### config.mk
export PLATFORM = sky130hd
export DESIGN_NAME = alu_result_stage_flat
export DESIGN_NICKNAME = d
export VERILOG_FILES = /design/src/rtl/alu_result_stage_if.sv /design/src/rtl/alu_result_stage.sv /design/src/flat_wrapper.sv
export SDC_FILE = /design/constraint.sdc
export NUM_CORES = 1
export LEC_CHECK = 0
export BUFFER_PORTS_ARGS = -buffer_cell sky130_fd_sc_hd__buf_2
export CORE_MARGIN = 3
export CORE_UTILIZATION = 56
export CTS_CLUSTER_DIAMETER = 60
export DETAILED_ROUTE_END_ITERATION = 6
export GPL_TIMING_DRIVEN = 0
export HOLD_SLACK_MARGIN = 0.03
export PLACE_DENSITY = 0.95
export SLEW_MARGIN = 20
export SYNTH_ARGS = -nofsm -noshare
export SYNTH_HDL_FRONTEND = slang
export SYNTH_SLANG_ARGS = --single-unit
export TNS_END_PERCENT = 30
### constraint.sdc
create_clock -name clk -period 3.7 [get_ports clk]
set_clock_uncertainty 0.05 [all_clocks]
set_input_delay 0.37 -clock clk [delete_from_list [all_inputs] [get_ports clk]]
set_output_delay 0.37 -clock clk [all_outputs]
set_load 0.1 [all_outputs]
### src/rtl/alu_result_stage_if.sv
// ============================================================================
// Module      : alu_result_stage_if
// Description : Handshake bundle between the ALU, the result stage and the
//               writeback consumer. ovf_count exists only with ALU_OVF_COUNT_EN.
// Revision    : 1.0 - initial release
// ============================================================================
`default_nettype none

interface alu_result_stage_if #(
    parameter int WIDTH = 32
);
    logic             in_valid;
    logic             in_ready;
    logic [WIDTH-1:0] in_G;
    logic             in_Cout;
    logic             in_V;
    logic [2:0]       in_S;
    logic             out_valid;
    logic             out_ready;
    logic [WIDTH-1:0] out_G;
    logic [3:0]       out_flags;
    logic [3:0]       status;
`ifdef ALU_OVF_COUNT_EN
    logic [15:0]      ovf_count;
`endif

    modport slave (
        input  in_valid, in_G, in_Cout, in_V, in_S, out_ready,
        output in_ready, out_valid, out_G, out_flags, status
`ifdef ALU_OVF_COUNT_EN
        , output ovf_count
`endif
    );

    modport master (
        output in_valid, in_G, in_Cout, in_V, in_S, out_ready,
        input  in_ready, out_valid, out_G, out_flags, status
`ifdef ALU_OVF_COUNT_EN
        , input ovf_count
`endif
    );
endinterface

`default_nettype wire

### src/rtl/alu_result_stage.sv
// ============================================================================
// Module      : alu_result_stage
// Description : Registered ALU result stage with 2-entry skid buffer, N/Z/C/V
//               flag derivation and retire status. Optional overflow retire
//               counter enabled by macro ALU_OVF_COUNT_EN.
// Revision    : 1.0 - initial release
// ============================================================================
`default_nettype none

module alu_result_stage #(
    parameter int WIDTH = 32
) (
    input  wire logic          clk,
    input  wire logic          rst,
    alu_result_stage_if.slave  bus
);
    logic [WIDTH-1:0] r_main_g;
    logic [3:0]       r_main_f;
    logic             r_main_valid;
    logic [WIDTH-1:0] r_skid_g;
    logic [3:0]       r_skid_f;
    logic             r_skid_valid;
    logic             r_in_ready;
    logic [3:0]       r_status;

    logic             w_accept;
    logic             w_retire;
    logic [3:0]       w_in_flags;
    logic             w_logic_op;

    assign w_accept   = bus.in_valid & r_in_ready;
    assign w_retire   = r_main_valid & bus.out_ready;
    assign w_logic_op = bus.in_S[2];

    // Logic ops carry no meaningful carry/overflow, so they are forced clear.
    assign w_in_flags = {bus.in_G[WIDTH-1],
                         (bus.in_G == '0),
                         bus.in_Cout & ~w_logic_op,
                         bus.in_V    & ~w_logic_op};

    always_ff @(posedge clk) begin
        if (rst) begin
            r_main_g     <= '0;
            r_main_f     <= '0;
            r_main_valid <= 1'b0;
            r_skid_g     <= '0;
            r_skid_f     <= '0;
            r_skid_valid <= 1'b0;
            r_in_ready   <= 1'b1;
            r_status     <= '0;
        end else begin
            if (!r_main_valid || w_retire) begin
                if (r_skid_valid) begin
                    r_main_g     <= r_skid_g;
                    r_main_f     <= r_skid_f;
                    r_main_valid <= 1'b1;
                    r_skid_valid <= 1'b0;
                    r_in_ready   <= 1'b1;
                end else if (w_accept) begin
                    r_main_g     <= bus.in_G;
                    r_main_f     <= w_in_flags;
                    r_main_valid <= 1'b1;
                end else begin
                    r_main_valid <= 1'b0;
                end
            end else if (w_accept) begin
                // Main is stalled: park the new result and close the input.
                r_skid_g     <= bus.in_G;
                r_skid_f     <= w_in_flags;
                r_skid_valid <= 1'b1;
                r_in_ready   <= 1'b0;
            end

            if (w_retire) begin
                r_status <= r_main_f;
            end
        end
    end

    assign bus.in_ready  = r_in_ready;
    assign bus.out_valid = r_main_valid;
    assign bus.out_G     = r_main_g;
    assign bus.out_flags = r_main_f;
    assign bus.status    = r_status;

`ifdef ALU_OVF_COUNT_EN
    logic [15:0] r_ovf_count;

    always_ff @(posedge clk) begin
        if (rst) begin
            r_ovf_count <= '0;
        end else if (w_retire && r_main_f[0] && (r_ovf_count != 16'hFFFF)) begin
            r_ovf_count <= r_ovf_count + 16'd1;
        end
    end

    assign bus.ovf_count = r_ovf_count;
`endif

endmodule

`default_nettype wire

### src/flat_wrapper.sv
// flat-port wrapper written by rule: the top's interface ports become plain ports
module alu_result_stage_flat 
#(
    parameter int WIDTH = 32
)
  (clk, rst, bus_in_valid, bus_in_G, bus_in_Cout, bus_in_V, bus_in_S, bus_out_ready, bus_in_ready, bus_out_valid, bus_out_G, bus_out_flags, bus_status);
  alu_result_stage_if #(.WIDTH(WIDTH)) bus_i ();
  input  wire logic clk;
  input  wire logic rst;
  input wire logic [$bits(bus_i.in_valid)-1:0] bus_in_valid;
  input wire logic [$bits(bus_i.in_G)-1:0] bus_in_G;
  input wire logic [$bits(bus_i.in_Cout)-1:0] bus_in_Cout;
  input wire logic [$bits(bus_i.in_V)-1:0] bus_in_V;
  input wire logic [$bits(bus_i.in_S)-1:0] bus_in_S;
  input wire logic [$bits(bus_i.out_ready)-1:0] bus_out_ready;
  output wire logic [$bits(bus_i.in_ready)-1:0] bus_in_ready;
  output wire logic [$bits(bus_i.out_valid)-1:0] bus_out_valid;
  output wire logic [$bits(bus_i.out_G)-1:0] bus_out_G;
  output wire logic [$bits(bus_i.out_flags)-1:0] bus_out_flags;
  output wire logic [$bits(bus_i.status)-1:0] bus_status;
  assign bus_i.in_valid = bus_in_valid;
  assign bus_i.in_G = bus_in_G;
  assign bus_i.in_Cout = bus_in_Cout;
  assign bus_i.in_V = bus_in_V;
  assign bus_i.in_S = bus_in_S;
  assign bus_i.out_ready = bus_out_ready;
  assign bus_in_ready = bus_i.in_ready;
  assign bus_out_valid = bus_i.out_valid;
  assign bus_out_G = bus_i.out_G;
  assign bus_out_flags = bus_i.out_flags;
  assign bus_status = bus_i.status;
  alu_result_stage #(.WIDTH(WIDTH)) u_core (.clk(clk), .rst(rst), .bus(bus_i));
endmodule
# Word level (Yosys, flattened, before mapping)
# Cells that the tools add are included.
# classes
n_eq_ne,1
n_mux,9
bitwise_logic,6
reduce_logical,9
# op_table
op,count
32-bit 2-to-1 mux,2
32-bit zero test,1
4-bit 2-to-1 mux,2
2-bit AND reduction,3
1-bit 2-to-1 mux,5
1-bit AND,4
2-bit nonzero test,2
"2-bit by 1-bit != test with 1-bit output, second input constant",1
1-bit inverter,2
2-bit OR reduction,1
1-bit zero test,1
1-bit logical OR,1
# totals
register_bits,79
inputBits,41
wordCells,33

# Longest topological paths before layout
# Gate-level depths: netlist (run 1).
# logic_depth
word_depth,4
mapped_depth,7
ltp_nobuf,4

# Worst setup path before layout (run 1)
# Ideal clock, no wire load.
# synth_path
path_kind,flip-flop to flip-flop
startpoint,"register u_core.r_in_ready, in the netlist u_core.bus.in_ready"
endpoint,"register u_core.r_main_g[10], in the netlist u_core.bus.out_G[10]"
setup_time_ns,0.146
t_arrival_ns,1.936
path_slack_ns,1.568
stages_incl_launch_ff,6
period_less_slack_ns,2.132
path_cell_list,dfxtp_1 -> a21oi_1 -> nor2_4 -> buf_6 -> buf_4 -> a211oi_2
# synth_between
elab_chain_cells,3
# synth_rtl
element,line,rtl
"start, declared",alu_result_stage.sv:23,logic r_in_ready;
"start signal, assigned",alu_result_stage.sv:49,r_in_ready <= 1'b1;
"start signal, assigned",alu_result_stage.sv:58,r_in_ready <= 1'b1;
"start signal, assigned",alu_result_stage.sv:71,r_in_ready <= 1'b0;
1-bit AND,alu_result_stage.sv:31,assign w_accept = bus.in_valid & r_in_ready;
2-bit nonzero test (no line),n/a,
2-bit AND reduction (no line),n/a,
"end signal, assigned",alu_result_stage.sv:54,r_main_g <= r_skid_g;
"end signal, assigned",alu_result_stage.sv:60,r_main_g <= bus.in_G;
"end, declared",alu_result_stage.sv:17,logic [WIDTH-1:0] r_main_g;
# No other way between the ends.
# A chain may end at the register's enable or synchronous reset.

==> results of run 1 <==
[critical path, stage by stage, from the launching register on]
cell	delay (ns)
dfxtp_1	0.41
buf_4	0.13
buf_2	0.41
[final cells by class]
cell class                 count  area share, %
clock buffer                  13           4.08
tap                           70           2.25
multi-input combinational    248           37.7
buffer                        29           4.43
sequential                    77           39.6
timing repair buffer          80           10.3
clock inverter                 3           1.73
[worst paths after layout]
| check | startpoint | endpoint | cells after the start |
|---|---|---|---|
| max | u_core.bus.out_G[31]$_SDFFE_PP0P_ | bus_out_flags[3] | 2 |
| min | bus_in_G[27] | u_core.r_skid_g[27]$_SDFFE_PP0P_ | 3 |
| max reg2reg | u_core.bus.out_valid$_SDFFE_PP0P_ | u_core.r_skid_g[30]$_SDFFE_PP0P_ | 6 |
| min reg2reg | u_core.r_skid_g[3]$_SDFFE_PP0P_ | u_core.r_skid_g[3]$_SDFFE_PP0P_ | 2 |
[per-layer routing]
| layer | vias up | wire, µm | global-route usage (%) |
|---|---|---|---|
| li1 | 1413 | - | - |
| met2 | 129 | 4160 | 45.7 |
| met1 | 1433 | 3400 | 31.6 |
| met4 | 0 | 240 | 14.5 |
| met3 | 24 | 491 | 3.88 |
| met5 | - | 0 | 0 |
[cells in the mapped netlist (5+ instances only)]
library cell,n,area (µm²)
a211oi_1,24,180
a211oi_2,10,125
a21oi_1,43,215
buf_2,6,30.0
buf_4,5,37.5
buf_6,5,56.3
clkbuf_1,11,41.3
dfxtp_1,77,1540
mux2i_1,32,320
nand2_1,73,274
nor2_1,35,131
nor4_1,8,50.1
[where the power goes]
| part | leakage [nW] | switching (mW) | total, mW | internal, mW |
|---|---|---|---|---|
| sequential | 0.631 | 0.0283 | 0.903 | 0.875 |
| clock | 0.110 | 0.301 | 0.718 | 0.417 |
| combinational | 0.769 | 0.411 | 0.514 | 0.103 |
| total | 1.51 | 0.740 | 2.14 | 1.40 |
[stage by stage]
step           power [mW]  cell area, µm²  std cells
2_1_floorplan        1.32            3180        354
5_1_grt              2.20            3900        520
3_3_place_gp         1.42            3670        504
6_report             2.14            3900        520
3_5_place_dp         1.43            3670        504
4_1_cts              2.14            3900        520
[flip-flops by register name, indices dropped and copies added (netlist names)]
name / count
u_core.r_skid_g: 31
u_core.r_skid_f: 4
u_core.r_skid_valid: 1
u_core.bus.in_ready: 1
u_core.bus.out_flags: 3
u_core.bus.out_valid: 1
u_core.bus.status: 4
u_core.bus.out_G: 32
[cell families after synthesis]
kind of cell / synth area share, %
AO/OA/AOI/OAI: 17.3
buffers and inverters: 5.43
flip-flops: 48.4
AND/OR/NAND/NOR: 18.8
multiplexers: 10.1
==> impl_metrics.csv, run 1 <==
group,metric,value,unit
outcome,run_status,"finished, final reports clean",
detailed_routing,viasPerCell,5.77,
finish,multiInputGateArea,1470,µm²
finish,insertedDiodeCount,0,
clock_network,clkSinkCount,77,
finish,nets,486,
power_and_ir_drop,vdd_ir_drop_max,0.380,mV
detailed_routing,drc,0,
yosys,avgSynthCellArea,8.99,µm²
die,fp-row-count,26,
clock_network,clkTransAtPathRegs,0.08,ns
detailed_routing,vias,2999,
sta,fin_ws,1.98,ns
setup_path,rrSetupSlack,2.04,ns
grt,grt_max_degree,13,
die,io-pin-count,83,
setup_path,critPathMaxFanout,4,
placed_design,place_congestion,0.852,
yosys,yosys_warnings,0,
finish,final_common_cell,"buf_2",
clock_network,clock_path_buffers,2,
sta,relSlewSlack,52.5,%
sta,period_share,46.4,%
finish,utilization,73.5,%
setup_path,end_kind,"primary output",
finish,syn2layout_area_growth,22.5,%
power_and_ir_drop,p_per_area,548,nW/µm²
yosys,ys_types,27,
yosys,netlist_area,3180,µm²
grt,grt_pass1_vias,2904,
yosys,ys.flop_type,"dfxtp_1",
clock_network,post-cts-setup-buffers,0,
power_and_ir_drop,p_leak,1.51,nW
grt,track_usage,26.6,%
placed_design,port_buffers,80,
sta,finalSetupViolCount,0,
die,core_area,5300,µm²
sta,grt_setup_unrepaired,"no",
yosys,synth_edf_count,0,
die,die_area,6620,µm²
detailed_routing,routed_wl,8300,µm
clock_network,clkLatencyLatePin,0.35,ns
yosys,netlist_instances,354,
placed_design,hpwl,5710,µm
die,die_h,81.4,µm
grt,grt_pass1_wl,13400,µm
detailed_routing,detail-route-antenna-nets,0,
yosys,ys_async_sr_fraction,0,%
setup_path,critical_path.startpoint_type,"register",
sta,slew_violations,0,
finish,num-fill-cells,349,
finish,layout_common_cells,"86 x buf_2, 77 x dfxtp_1, 73 x nand2_1",
sta,hold_viol_final,0,
grt,antenna_found_initial,0,
sta,max_slew.worst_pin.slew,0.713,ns
sta,fin_setup_tns,0,ns
job,drv_cap,0,
worst_hold_path,hold_path.class,"input port to register",
setup_path,criticalPathCategory,"register to primary output",
clock_network,postCtsHoldBufs,0,
clock_network,cts_tree,"yes",
sta,timing.fmax,0.583,GHz
yosys,synth.net_count,395,
sta,period_minus_slack,1.72,ns
grt,overflow,0,
setup_path,critical_path_required,3.28,ns
die,die_x,81.4,µm
clock_network,root_buffer,"clkbuf_8",
finish,seqCellArea,1540,µm²
yosys,ys_ff_latch,77,
clock_network,cts.htree.levels,3,
finish,drive_above_1_share,27.6,%
detailed_routing,drt_iter0_drc,213,
setup_path,cp.arrival,1.30,ns
die,initial_core_util,60.0,%
clock_network,cts_buffers,9,
sta,fin_hold_ws,0.220,ns
yosys,ys_seq_area_share,48.4,%
clock_network,cts_resized,0,
placed_design,dp_slack,1.83,ns
detailed_routing,drt_first_pass_iters,5,
detailed_routing,wl_per_cell,16.0,µm
(Power assumes the default switching activity.)
==> inputs of run 2 (changes only) <==
- CORE_UTILIZATION: 56 -> 52
- PLACE_DENSITY: 0.95 -> 0.9
- clock period: 3.7 -> 1.7 ns (I/O delays scaled with it)
==> impl_metrics.csv, run 2 (synthesized netlist as in run 1, its figures left out) <==
group,metric,value,unit
outcome,run_status,"finished, final reports clean",
power_and_ir_drop,p_per_area,1070,nW/µm²
setup_path,rrSetupSlack,0.06,ns
grt,grt_max_degree,13,
finish,seqCellArea,1550,µm²
finish,syn2layout_area_growth,30.5,%
worst_hold_path,holdPathStages,3,
job,drv_cap,0,
sta,fin_ws,0.0623,ns
power_and_ir_drop,vdd_ir_drop_max,0.534,mV
finish,largest_reg_flops,32,
grt,grt_pass1_wl,13900,µm
finish,drive_above_1_share,28.3,%
clock_network,cts.htree.levels,3,
detailed_routing,drc,0,
sta,period_minus_slack,1.64,ns
clock_network,cts_tree,"yes",
setup_path,path_cells,"nor2b_1 > buf_4 > nand3_4 > clkbuf_1 > nand2_1 > a21oi_1",
sta,fin_setup_tns,0,ns
sta,slew_violations,0,
setup_path,end_kind,"register",
power_and_ir_drop,p_leak,1.61,nW
grt,grt_pass1_vias,3029,
detailed_routing,vias,3067,
setup_path,rr_worst_depth,6,
clock_network,clkLatencyLatePin,0.35,ns
finish,insertedDiodeCount,0,
sta,relSlewSlack,48.1,%
setup_path,critical_path_required,1.93,ns
setup_path,r2r_start,"u_core.bus.out_valid$_SDFFE_PP0P_",
detailed_routing,wl_met3,610,µm
sta,timing.fmax,0.611,GHz
clock_network,clock_path_buffers,2,
clock_network,root_buffer,"clkbuf_8",
grt,antenna_found_initial,0,
setup_path,r2r_end,"u_core.r_skid_g[28]$_SDFFE_PP0P_",
die,die_h,84.2,µm
detailed_routing,detail-route-antenna-nets,0,
power_and_ir_drop,power.total,4.45,mW
placed_design,hpwl,5800,µm
finish,multiInputGateArea,1510,µm²
detailed_routing,drt_first_pass_iters,5,
sta,hold_viol_final,0,
setup_path,cpMaxStageDelayCell,"clkbuf_1",
die,initial_core_util,55.7,%
sta,period_share,96.3,%
placed_design,place_congestion,0.822,
setup_path,criticalPathCategory,"register to register",
detailed_routing,viasPerCell,5.62,
setup_path,critPathMaxFanout,10,
setup_path,critical_path.startpoint_type,"register",
die,die_area,7090,µm²
clock_network,clkSinkCount,77,
die,core_area,5710,µm²
setup_path,cp.arrival,1.87,ns
finish,layout_common_cells,"86 x buf_2, 75 x dfxtp_1, 73 x nand2_1",
worst_hold_path,min_to,"u_core.r_skid_f[0]$_SDFFE_PP0P_",
setup_path,cpPeakStageDelay,0.39,ns
detailed_routing,drt_iter0_drc,138,
die,die_x,84.2,µm
die,fp-row-count,27,
grt,overflow,0,
detailed_routing,top_layer_used,"met4",
detailed_routing,wl_met1,3580,µm
sta,max_slew.worst_pin.slew,0.779,ns
clock_network,cts_buffers,9,
placed_design,port_buffers,80,
worst_hold_path,worstHoldStart,"bus_in_V",
finish,num-fill-cells,418,
finish,nets,510,
clock_network,post-cts-setup-buffers,0,
sta,grt_setup_unrepaired,"yes",
detailed_routing,wl_per_cell,16.1,µm
detailed_routing,dr_wl_met2,4320,µm
placed_design,dp_slack,0.0593,ns
detailed_routing,routed_wl,8790,µm
die,io-pin-count,83,
grt,track_usage,24.3,%
sta,finalSetupViolCount,0,
finish,final_common_cell,"buf_2",
clock_network,clkTransAtPathRegs,0.08,ns
worst_hold_path,hold_path.class,"input port to register",
run 2: worst max-delay path by stage:
| stage | from | end | slack, ns | depth (start not counted) |
|---|---|---|---|---|
| finish | u_core.bus.out_valid$_SDFFE_PP0P_ | u_core.r_skid_g[28]$_SDFFE_PP0P_ | 0.06 | 6 |
| global route | u_core.bus.out_valid$_SDFFE_PP0P_ | u_core.r_skid_g[28]$_SDFFE_PP0P_ | -0.02 | 6 |
| CTS | bus_in_G[21] | u_core.bus.out_flags[2]$_SDFFE_PP0P_ | 0.002 | 6 |
| detailed placement | bus_in_G[16] | u_core.bus.out_flags[2]$_SDFFE_PP0P_ | 0.06 | 5 |
| global placement | bus_in_G[16] | u_core.bus.out_flags[2]$_SDFFE_PP0P_ | 0.09 | 5 |
| floorplan | u_core.bus.out_G[31]$_SDFFE_PP0P_ | bus_out_flags[3] | 0.09 | 1 |
run 2: worst max-delay path: cells and delay by family, from the launching register on:
family	cells	cell delay, ns
compound gates	1	0.19
buf+inv	2	0.55
flops	1	0.37
simple gates	3	0.39
run 2: routing by layer:
layer  vias up  GRT usage, %
li1       1459             -
met1      1456          29.1
met2       126          41.3
met3        26          5.59
met4         0          11.4
met5         -             0
run 2: report_power, final:
group	switching, mW	internal, mW
registers	0.0608	1.90
clock network	0.655	0.655
logic	0.907	0.264
run 2: what timing repair did:
action / 4_1_cts / 5_1_grt
endpoints found under the hold margin: 24 / 0
resized for setup: 0 / 12
hold buffers: 24 / 0
setup endpoints to repair: 0 / 24
run 2: final cells by class:
class                      count  share of cell area (%)
timing repair buffer         104                    15.4
tap                           72                    2.17
buffer                        29                    4.25
clock buffer                  13                    4.10
sequential                    77                    37.3
clock inverter                 3                   0.422
multi-input combinational    248                    36.3
run 2: per-stage QoR:
step / cells / util (%) / instance area (µm²) / hold WS, ns
floorplan: 354 / - / 3190 / 0.200
detailed placement: 506 / 64.5 / 3680 / 0.380
finish: 546 / 72.7 / 4150 / 0.0443
global placement: 506 / 64.5 / 3680 / 0.382
global route: 546 / 72.7 / 4150 / 0.0418
CTS: 546 / 71.9 / 4110 / 0.0314
==> inputs of run 3 (changes only) <==
- ABC_AREA: unset -> 1
- clock period: 1.7 -> 1.6 ns (I/O delays scaled with it)
==> impl_metrics.csv, run 3 <==
group,metric,value,unit
yosys,ys.flop_type,"dfxtp_1",
yosys,netlist_instances,415,
yosys,synthTopCellsByArea,"dfxtp_1 49%, nor2_1 12%, o21ai_0 10%, nand2_1 9.7%, a31oi_1 6.4%",
die,core_area,5640,µm²
detailed_routing,drt_first_pass_iters,5,
die,die_area,6970,µm²
grt,track_usage,23.5,%
job,drv_cap,0,
detailed_routing,detail-route-antenna-nets,0,
yosys,ys_seq_area_share,49.4,%
sta,fin_ws,0.106,ns
yosys,synth.net_count,456,
die,initial_core_util,55.4,%
power_and_ir_drop,p_leak,1.68,nW
setup_path,cp_num_buf_inv,2,
grt,grt_pass1_wl,13400,µm
setup_path,path_delay_family,"buffers and inverters",
detailed_routing,viasPerCell,5.38,
yosys,netlist_area,3120,µm²
placed_design,place_congestion,0.835,
grt,grt_pass1_vias,3017,
clock_network,clkLatencyLatePin,0.36,ns
yosys,avgSynthCellArea,7.53,µm²
finish,utilization,67.6,%
yosys,yosys.area.top_type,"dfxtp_1",
outcome,run_status,"finished, final reports clean",
placed_design,dp_slack,0.228,ns
detailed_routing,drt_iter0_drc,311,
yosys,ys_types,21,
yosys,ys_top_cells_by_count,"100 x nor2_1, 81 x nand2_1, 77 x dfxtp_1",
clock_network,clock_path_buffers,2,
sta,period_minus_slack,1.49,ns
clock_network,clkTransAtPathRegs,0.07,ns
die,io-pin-count,83,
die,die_h,83.5,µm
finish,final_common_cell,"nor2_1",
sta,max_slew.worst_pin.slew,0.492,ns
finish,layout_common_cells,"100 x nor2_1, 83 x buf_2, 81 x nand2_1",
detailed_routing,vias,3140,
setup_path,cpMaxStageDelayCell,"buf_2",
setup_path,criticalPathCategory,"register to primary output",
yosys,synth_edf_count,0,
grt,antenna_found_initial,0,
detailed_routing,routed_wl,8000,µm
sta,fin_setup_tns,0,ns
clock_network,root_buffer,"clkbuf_8",
finish,final_cells,584,
die,fp-row-count,27,
placed_design,port_buffers,80,
finish,insertedDiodeCount,0,
sta,slew_violations,0,
clock_network,cts_buffers,9,
setup_path,critPathMaxFanout,4,
sta,grt_setup_unrepaired,"no",
die,die_x,83.5,µm
sta,period_share,93.4,%
yosys,yosysMostFrequentCell,"nor2_1",
setup_path,end_kind,"primary output",
grt,grt_max_degree,13,
sta,timing.fmax,0.669,GHz
grt,overflow,0,
sta,relSlewSlack,67.4,%
yosys,ys_async_sr_fraction,0,%
setup_path,path_cells,"buf_4 > buf_2",
setup_path,cp.arrival,1.28,ns
clock_network,post-cts-setup-buffers,0,
power_and_ir_drop,p_per_area,1240,nW/µm²
finish,syn2layout_area_growth,22.2,%
placed_design,hpwl,5650,µm
power_and_ir_drop,vdd_ir_drop_max,0.805,mV
sta,finalSetupViolCount,0,
finish,largest_reg_flops,32,
finish,nets,548,
detailed_routing,drc,0,
yosys,yosys_warnings,0,
sta,hold_viol_final,0,
setup_path,critical_path.startpoint_type,"register",
detailed_routing,wl_per_cell,13.7,µm
finish,drive_above_1_share,24.0,%
worst_hold_path,hold_path.class,"input port to register",
setup_path,critical_path_required,1.39,ns
yosys,ys_ff_latch,77,
clock_network,clkSinkCount,77,
clock_network,cts.htree.levels,3,
placed_design,placedCellCount,567,
setup_path,cpPeakStageDelay,0.41,ns
yosys,synth_top_cell_area_share,49.4,%
clock_network,cts_tree,"yes",
## run 3: where the power goes
| group | switching, mW | internal (mW) | leakage, nW |
|---|---|---|---|
| Combinational | 1.00 | 0.250 | 0.952 |
| Sequential | 0.0701 | 2.05 | 0.632 |
| Clock | 0.670 | 0.691 | 0.0937 |
## run 3: path summary, 6_finish.rpt
path / start / endpoint / slack, ns / cells after the start
max: u_core.bus.out_G[31]$_SDFFE_PP0P_ / bus_out_flags[3] / 0.11 / 2
min: bus_in_G[25] / u_core.r_skid_g[25]$_SDFFE_PP0P_ / 0.03 / 3
max reg2reg: u_core.bus.out_valid$_SDFFE_PP0P_ / u_core.r_skid_g[29]$_SDFFE_PP0P_ / 0.22 / 6
min reg2reg: u_core.r_skid_g[6]$_SDFFE_PP0P_ / u_core.bus.out_G[6]$_SDFFE_PP0P_ / 0.43 / 2
## run 3: area by class of cell
type / count / area, µm²
fill: 473 / 1830
sequential: 77 / 1550
multi-input combinational: 300 / 1360
timing repair buffer: 81 / 410
buffer: 29 / 190
clock buffer: 15 / 176
tap: 72 / 90.1
inverter: 9 / 41.3
clock inverter: 1 / 5.00
## run 3: logic make-up after synthesis
group,Yosys count,share of synthesized area [%]
flops,77,49.4
compound gates,114,20.0
simple gates,186,23.4
buf+inv,38,7.21
## run 3: tightest hold or removal path: cells and delay by family
family          cells  cell delay, ns
buf+inv             1            0.11
simple gates        1            0.07
compound gates      1            0.07
## run 3: layer usage
layer  vias up  GRT usage, %  routed length [µm]
met3        18          4.64                 549
li1       1559             -                   -
met5         -             0                   0
met4         0          10.7                 161
met2       119          39.4                3870
met1      1444          29.2                3420
## run 3: timing repair
| action | CTS | global route |
|---|---|---|
| hold buffers | 1 | 0 |
| setup endpoints to repair | 0 | 38 |
| hold endpoints to repair | 2 | 0 |
| resized for setup | 0 | 10 |
## run 3: per-stage QoR
stage	area (µm²)	power, mW	hold WS, ns
2_1_floorplan	3130	3.15	0.169
3_3_place_gp	3620	3.38	0.292
3_5_place_dp	3620	3.40	0.299
4_1_cts	3810	4.73	0.0331
5_1_grt	3820	4.90	0.0453
6_report	3820	4.73	0.0340
